$ cat src/rtl/ysyx_22050612_pkg.sv
// ysyx_22050612_pkg: shared widths and write-back requester indices
package ysyx_22050612_pkg;
    localparam int DEF_ADDR_WIDTH = 5;
    localparam int DEF_DATA_WIDTH = 64;
    localparam int DEF_NUM_REQ    = 3;
    localparam int WB_ALU = 0;
    localparam int WB_LSU = 1;
    localparam int WB_CSR = 2;
endpackage

$ cat src/rtl/ysyx_22050612_rr_arbiter.sv
// ysyx_22050612_rr_arbiter: round-robin one-hot grant, pointer moves only on advance
module ysyx_22050612_rr_arbiter #(
    parameter int N = 3
) (
    input  logic         clk,
    input  logic         rst_n,
    input  logic [N-1:0] req,
    input  logic         advance,
    output logic [N-1:0] gnt
);
    localparam int W = $clog2(N);
    logic [W-1:0] last_grant;
    logic [W-1:0] gnt_idx;
    int i;
    // scan farthest-first so the requester right after last_grant wins last
    always_comb begin
        gnt = '0;
        gnt_idx = last_grant;
        i = 0;
        for (int k = N; k >= 1; k--) begin
            i = (int'(last_grant) + k) % N;
            if (req[W'(i)]) begin
                gnt = '0;
                gnt[W'(i)] = 1'b1;
                gnt_idx = W'(i);
            end
        end
    end
    always_ff @(posedge clk or negedge rst_n) begin
        if (!rst_n) last_grant <= W'(N - 1);
        else if (advance) last_grant <= gnt_idx;
    end
endmodule

$ cat src/rtl/ysyx_22050612_wb_arbiter.sv
// ysyx_22050612_wb_arbiter: shares the register-file write port and tracks pending writes
module ysyx_22050612_wb_arbiter
    import ysyx_22050612_pkg::*;
#(
    parameter int ADDR_WIDTH = DEF_ADDR_WIDTH,
    parameter int DATA_WIDTH = DEF_DATA_WIDTH,
    parameter int NUM_REQ    = DEF_NUM_REQ
) (
    input  logic                          clk,
    input  logic                          rst_n,
    input  logic [NUM_REQ-1:0]            req_valid,
    output logic [NUM_REQ-1:0]            req_ready,
    input  logic [NUM_REQ*ADDR_WIDTH-1:0] req_addr,
    input  logic [NUM_REQ*DATA_WIDTH-1:0] req_data,
    input  logic                          iss_valid,
    input  logic [ADDR_WIDTH-1:0]         iss_addr,
    input  logic [ADDR_WIDTH-1:0]         rs1,
    input  logic [ADDR_WIDTH-1:0]         rs2,
    output logic                          rs1_busy,
    output logic                          rs2_busy,
    output logic                          rf_wen,
    output logic [ADDR_WIDTH-1:0]         rf_waddr,
    output logic [DATA_WIDTH-1:0]         rf_wdata
);
    localparam int DEPTH = 2 ** ADDR_WIDTH;
    logic [NUM_REQ-1:0]    gnt;
    logic                  hs;
    logic [ADDR_WIDTH-1:0] sel_addr;
    logic [DATA_WIDTH-1:0] sel_data;
    logic [DEPTH-1:0]      pending, set_mask, clr_mask;

    ysyx_22050612_rr_arbiter #(.N(NUM_REQ)) u_arb (
        .clk     (clk),
        .rst_n   (rst_n),
        .req     (req_valid),
        .advance (hs),
        .gnt     (gnt)
    );

    assign req_ready = gnt;
    assign hs        = |gnt;

    always_comb begin
        sel_addr = '0;
        sel_data = '0;
        for (int i = 0; i < NUM_REQ; i++) begin
            if (gnt[i]) begin
                sel_addr = req_addr[i*ADDR_WIDTH +: ADDR_WIDTH];
                sel_data = req_data[i*DATA_WIDTH +: DATA_WIDTH];
            end
        end
    end

    // x0 writes still handshake but never reach the register file
    always_ff @(posedge clk or negedge rst_n) begin
        if (!rst_n) begin
            rf_wen   <= 1'b0;
            rf_waddr <= '0;
            rf_wdata <= '0;
        end else begin
            rf_wen <= hs && (sel_addr != '0);
            if (hs) begin
                rf_waddr <= sel_addr;
                rf_wdata <= sel_data;
            end
        end
    end

    assign set_mask = iss_valid ? (DEPTH'(1) << iss_addr) : '0;
    assign clr_mask = rf_wen ? (DEPTH'(1) << rf_waddr) : '0;

    // a new producer issued on the commit edge supersedes the committing one
    always_ff @(posedge clk or negedge rst_n) begin
        if (!rst_n) pending <= '0;
        else pending <= ((pending & ~clr_mask) | set_mask) & ~DEPTH'(1);
    end

    assign rs1_busy = pending[rs1];
    assign rs2_busy = pending[rs2];
endmodule

$ cat config.mk
export PLATFORM = sky130hd
export DESIGN_NAME = ysyx_22050612_wb_arbiter
export DESIGN_NICKNAME = d
export VERILOG_FILES = /design/src/rtl/ysyx_22050612_pkg.sv /design/src/rtl/ysyx_22050612_rr_arbiter.sv /design/src/rtl/ysyx_22050612_wb_arbiter.sv
export SDC_FILE = /design/constraint.sdc
export NUM_CORES = 1
export LEC_CHECK = 0
export BUFFER_PORTS_ARGS = -buffer_cell sky130_fd_sc_hd__buf_4
export CAP_MARGIN = 30
export CELL_PAD_IN_SITES_DETAIL_PLACEMENT = 0
export CELL_PAD_IN_SITES_GLOBAL_PLACEMENT = 2
export CORE_ASPECT_RATIO = 0.7
export CORE_UTILIZATION = 23
export CTS_CLUSTER_DIAMETER = 100
export DETAILED_ROUTE_END_ITERATION = 12
export GPL_ROUTABILITY_DRIVEN = 1
export PLACE_DENSITY = 0.8
export SETUP_SLACK_MARGIN = 0.4
export SYNTH_ARGS = -nofsm -noshare
export SYNTH_HDL_FRONTEND = slang
export SYNTH_SLANG_ARGS = --single-unit
$ cat constraint.sdc
create_clock -name clk -period 4.4 [get_ports clk]
set_input_delay 1.32 -clock clk [delete_from_list [all_inputs] [get_ports clk]]
set_output_delay 1.32 -clock clk [all_outputs]
set_load 0.01 [all_outputs]
Word-level counts from Yosys, hierarchy flattened. Cells that the tools add are included.

Register bits: 103. Input port bits: 228. Output and inout port bits: 75. Word-level logic and storage cells: 65.

$add $sub $neg: 3. Div/mod/pow operators: 3. Order comparisons: 8. Shift-type cells: 2. Mux-type cells: 33. Bitwise logic cells: 3. Reductions and logical operators: 8.

Operators by type and width (number): 64-bit two-way mux (3); 32-bit by 3-bit remainder unit with 32-bit output, second input constant (3); 32-bit two-way mux (2); 1-bit by 5-bit << shifter with 32-bit output, first input constant (2); 32-bit bitwise AND (1); 32-bit inverter (1); 32-bit OR (1); 5-bit two-way mux (3); 2-bit by 4-bit less-than comparator with 1-bit output, second input constant (3); 5-bit by 6-bit less-than comparator with 1-bit output, second input constant (2); 1-bit two-way mux (11); 1-bit binary-select mux with 5-bit select (2); 3-bit two-way mux (3); 2-bit by 2-bit adder with 3-bit output, second input constant (2); 1-bit binary-select mux with 2-bit select (3); 1-bit demux with 2-bit select (3); 2-bit by 1-bit greater-or-equal comparator with 1-bit output, second input constant (3); 2-bit two-way mux (3); 5-bit nonzero test (1); 1-bit logical AND (4); 2-bit by 1-bit adder with 3-bit output, second input constant (1); 3-bit nonzero test (1); 3-bit OR reduction (1); 2-bit AND reduction (1).

Logic depth before layout (Yosys ltp).
Depth in word-level cells: 14. Depth in mapped cells: 13. Gate-level depth less buffers: 11.

Hierarchy. From an unflattened synthesis, not the netlist that was laid out.

Cell total of the unflattened synthesis: 578. Area total of the unflattened synthesis: 5594.1 µm².

Modules (own cells, without submodules): ysyx_22050612_wb_arbiter (times used 1, cells an instance 537, area each 5210.0 µm², seq. area each 2527.4 µm²); ysyx_22050612_rr_arbiter (times used 1, cells an instance 41, area each 384.1 µm², seq. area each 51.3 µm²).

Worst setup path after synthesis. OpenSTA, ideal clock, no wires.

Path kind: input -> output. Start: in rs1[0]. End: out rs1_busy. Data arrival time: 3025 ps. Slack: 55 ps. Stages on the path: 4. Buffers on the path: 1. Cell sequence: clkbuf_1 mux4_2 mux4_2 mux2_2.

Cells in the longest elaborated chain, start to end: 2.

Ends and longest elaborated chain: start: declaration (RTL line ysyx_22050612_wb_arbiter.sv:17) `input logic [ADDR_WIDTH-1:0] rs1,`; 1-bit binary-select mux with 5-bit select (RTL line ysyx_22050612_wb_arbiter.sv:78) `assign rs1_busy = pending[rs1];`; 1-bit two-way mux (implied by the code) (RTL line ysyx_22050612_wb_arbiter.sv:78); end: declaration (RTL line ysyx_22050612_wb_arbiter.sv:19) `output logic rs1_busy,`.

No other way between the ends. The select of a mux whose other input is x is not followed.

Worst setup path after layout.
Start: in rs2[0]. End: out rs2_busy.

Cells in the longest elaborated chain, start to end: 2.

Ends and longest elaborated chain: start: declaration (RTL line ysyx_22050612_wb_arbiter.sv:18) `input logic [ADDR_WIDTH-1:0] rs2,`; 1-bit binary-select mux with 5-bit select (RTL line ysyx_22050612_wb_arbiter.sv:79) `assign rs2_busy = pending[rs2];`; 1-bit two-way mux (implied by the code) (RTL line ysyx_22050612_wb_arbiter.sv:79); end: declaration (RTL line ysyx_22050612_wb_arbiter.sv:20) `output logic rs2_busy,`.

No other way between the ends. The select of a mux whose other input is x is not followed.

==> impl_metrics.py <==
metrics = {
    "yosys": {
        "synth_flop_cell": "dfrtp_1",
        "synthesis.area_sq_um": 5670,
        "synthCells": 591,
        "synth_edf_count": 0,
        "syn_area_per_cell_sq_um": 9.595,
        "yosys-top-cells-count": "dfrtp_1, nor2_1, o21ai_0, nor3_1, o22ai_1",
        "yosys_warnings": 0,
        "ys_seq_area_frac": 0.4548,
        "synth_top_cell_area_share": 0.4501,
        "synth_top_area_cell": "dfrtp_1",
        "post-synth-top-count-cell": "dfrtp_1",
        "syn_nets": 823,
        "synth_cell_type_count": 51,
        "ys_seq_elements": 103,
        "synth.area.top_cells": "dfrtp_1, mux4_2, nor2_1",
        "synthArstFlopShare": 1.000,
    },
    "global_route": {
        "grt_max_degree": 71,
        "grt_use_total": 0.1846,
        "grt_first_pass_wirelength_mm": 34.78,
        "antenna_found_initial": 0,
        "grt-ovfl-total": 0,
        "grt_pass1_vias": 5576,
    },
    "place": {
        "gp_congestion": 0.8610,
        "place_hpwl_mm": 17.88,
        "placed_cell_area_sq_um": 8197,
        "port_buffers": 302,
    },
    "worst_setup_path": {
        "crit_path_start": "rs2[0]",
        "required_ns": 3.08,
        "worst-path-max-fanout": 5,
        "crit_arrival_ns": 2.78,
        "path_common_cell": "mux4_2",
        "crit_chain": "buf_12 > mux4_2 > mux4_2 > mux2_4 > buf_6",
        "worstReg2RegStart": "u_arb.last_grant[0]",
        "start_kind": "input port",
        "slowest_delay_ns": 0.50,
        "crit_path_top_delay_cell": "mux4_2",
        "end_kind": "primary output",
        "worstSetupPathType": "input port to primary output",
    },
    "power_and_ir_drop": {
        "seqPwrFrac": 0.262,
        "p_per_area_nw_per_um2": 839.9,
        "vdd_drop_max_uv": 687.4,
        "swShare": 0.4748,
        "p_switching_uw": 3426,
        "p_leak_uw": 0.003791,
        "pwr-share-comb": 0.627,
        "power.internal_uw": 3789,
        "pwr-share-clk": 0.112,
        "finalPower_uw": 7215,
    },
    "clock_network": {
        "cts-buffers-inserted": 9,
        "path_clk_slew_ns": 0.08,
        "cts_root_buffer": "clkbuf_16",
        "cts_max_path_buffers": 2,
        "hold_buffers": 0,
        "cts_tree": "yes",
        "htreeDepth": 3,
        "insertion_delay_ns": 0.36,
        "cts_sinks": 103,
    },
    "floorplan": {
        "fp-row-count": 47,
        "die_w_um": 189.7,
        "io_pins": 303,
        "fp.dieH_um": 133.4,
        "design.core.area_sq_um": 23930,
        "initial_core_util": 0.2369,
        "die_area_sq_um": 25300,
    },
    "cells_and_area": {
        "final_area_sq_um": 8589,
        "syn2layout_area_growth_pct": 51.48,
        "layout-drive-gt1-share": 0.4507,
        "num-nets-final": 1110,
        "num_antenna_cells": 0,
    },
    "worst_hold_path": {
        "holdCritPathClass": "flop to flop",
        "hold_start": "rf_wdata[48]",
    },
    "drt": {
        "drt-total-wl_mm": 23.37,
        "drc": 0,
        "ant_nets": 0,
        "vias": 5815,
        "drt_iter0_markers": 510,
        "vias_per_cell": 4.842,
        "wl_per_cell_um": 19.46,
        "dr.pass1.iters": 6,
    },
    "sta": {
        "slew_headroom": 0.3735,
        "period_minus_slack_ns": 4.097,
        "worst_pin_slew_ns": 0.9398,
        "rsz0062_at_grt": "yes",
        "finalHoldViolCount": 0,
        "fin_crit_sh": 0.9311,
        "tns_ns": 0,
        "skew_ns": 0.006696,
        "setup_viol": 0,
        "whs_ns": 0.4859,
        "fmax_mhz": 244.1,
        "finalMaxSlewViolations": 0,
    },
    "outcome": {
        "status": "finished, final reports clean",
    },
    "job": {
        "maxCapViolations": 0,
    },
}
-- repair_timing --
| action | CTS | global route |
|---|---|---|
| setup endpoints to repair | 2 | 3 |
| resized for setup | 12 | 2 |
| pin swaps | 0 | 0 |
| setup buffers | 0 | 0 |
| gates cloned | 2 | 0 |
-- cell type report --
cell class              instances  area, sq um
clock buffers                  10        239.0
inverters                       8        35.03
repair buffers                313         2446
well taps                     318        397.9
multi-input cells             443         2840
clock inverters                 6        52.55
fillers                      2451        15340
flip-flops and latches        103         2579
-- per-stage QoR --
stage | util | setup slack (ns) | std cells
after floorplan | - | 0.4005 | 591
after global placement | 0.3425 | 0.1806 | 1183
after detailed placement | 0.3425 | 0.1797 | 1183
after CTS | 0.3586 | 0.3012 | 1201
after global routing | 0.3589 | 0.2736 | 1201
final | 0.3589 | 0.3032 | 1201
-- layout by cell type (no fill, tap or decap), types with 3 or more instances in the layout --
master     netlist  final
or2_2            5      5
nand3b_1         8      8
a222oi_1        15     15
a21oi_1         13     13
ha_1             4      3
nor2b_1          5      5
buf_6           10      3
mux2i_1          4      4
nor2_1         100    100
nand2b_1         6      6
a21oi_2         13     13
clkbuf_16        0      9
o21ai_0         71     71
nor2_2          13     13
o22ai_1         46     46
nand2_1         30     30
nand3_1          7      7
o21ai_1          3      3
a22oi_1          4      4
buf_4            0    304
dfrtp_1        102    102
mux4_2          18     18
nor3_1          46     46
inv_1            5      5
buf_12           0      3
a21o_1           3      3
-- kinds of logic after synthesis --
| family | synth area share |
|---|---|
| mux | 0.09245 |
| compound gates | 0.2094 |
| flops | 0.4548 |
| fa+ha+maj | 0.008826 |
| simple gates | 0.1882 |
| buf+inv | 0.04634 |
-- state kept, by name, summed over array words and instances (netlist names) --
name,flops
u_arb.last_grant,2
pending,31
rf_wdata,64
rf_waddr,5
rf_wen,1
-- worst paths after layout --
check / depth (start not counted) / to / slack, ns
worst max-delay path: 5 / rs2_busy / 0.30
worst min-delay path: 2 / rf_wdata[48] / 0.49
worst max register to register: 10 / rf_wdata[15] / 0.97
worst min register to register: 2 / rf_wdata[48] / 0.49
max in group asynchronous: 2 / rf_wdata[39] / 2.63
min in group asynchronous: 1 / rf_wdata[16] / 1.01
-- power groups by stage --
stage               registers (uW)  clock network, uW  logic (uW)
finish                        1890                805        4520
global route                  1950                881        4970
CTS                           1880                843        4570
detailed placement            1890                  0        4550
global placement              1890                  0        4530
floorplan                     1920                  0        2970
-- per-layer routing --
layer | vias to the layer above | share of wire | track usage
met5 | - | 0 | 0
met4 | 0 | 0.011 | 0.04211
met3 | 19 | 0.072 | 0.04320
met2 | 242 | 0.45 | 0.2808
met1 | 2805 | 0.46 | 0.2640
li1 | 2749 | - | -
-- worst max-delay path: cells and delay by family --
kind / cells / cell delay [ns]
mux: 3 / 1.24
buf+inv: 2 / 0.21
(Power assumes the default switching activity.)
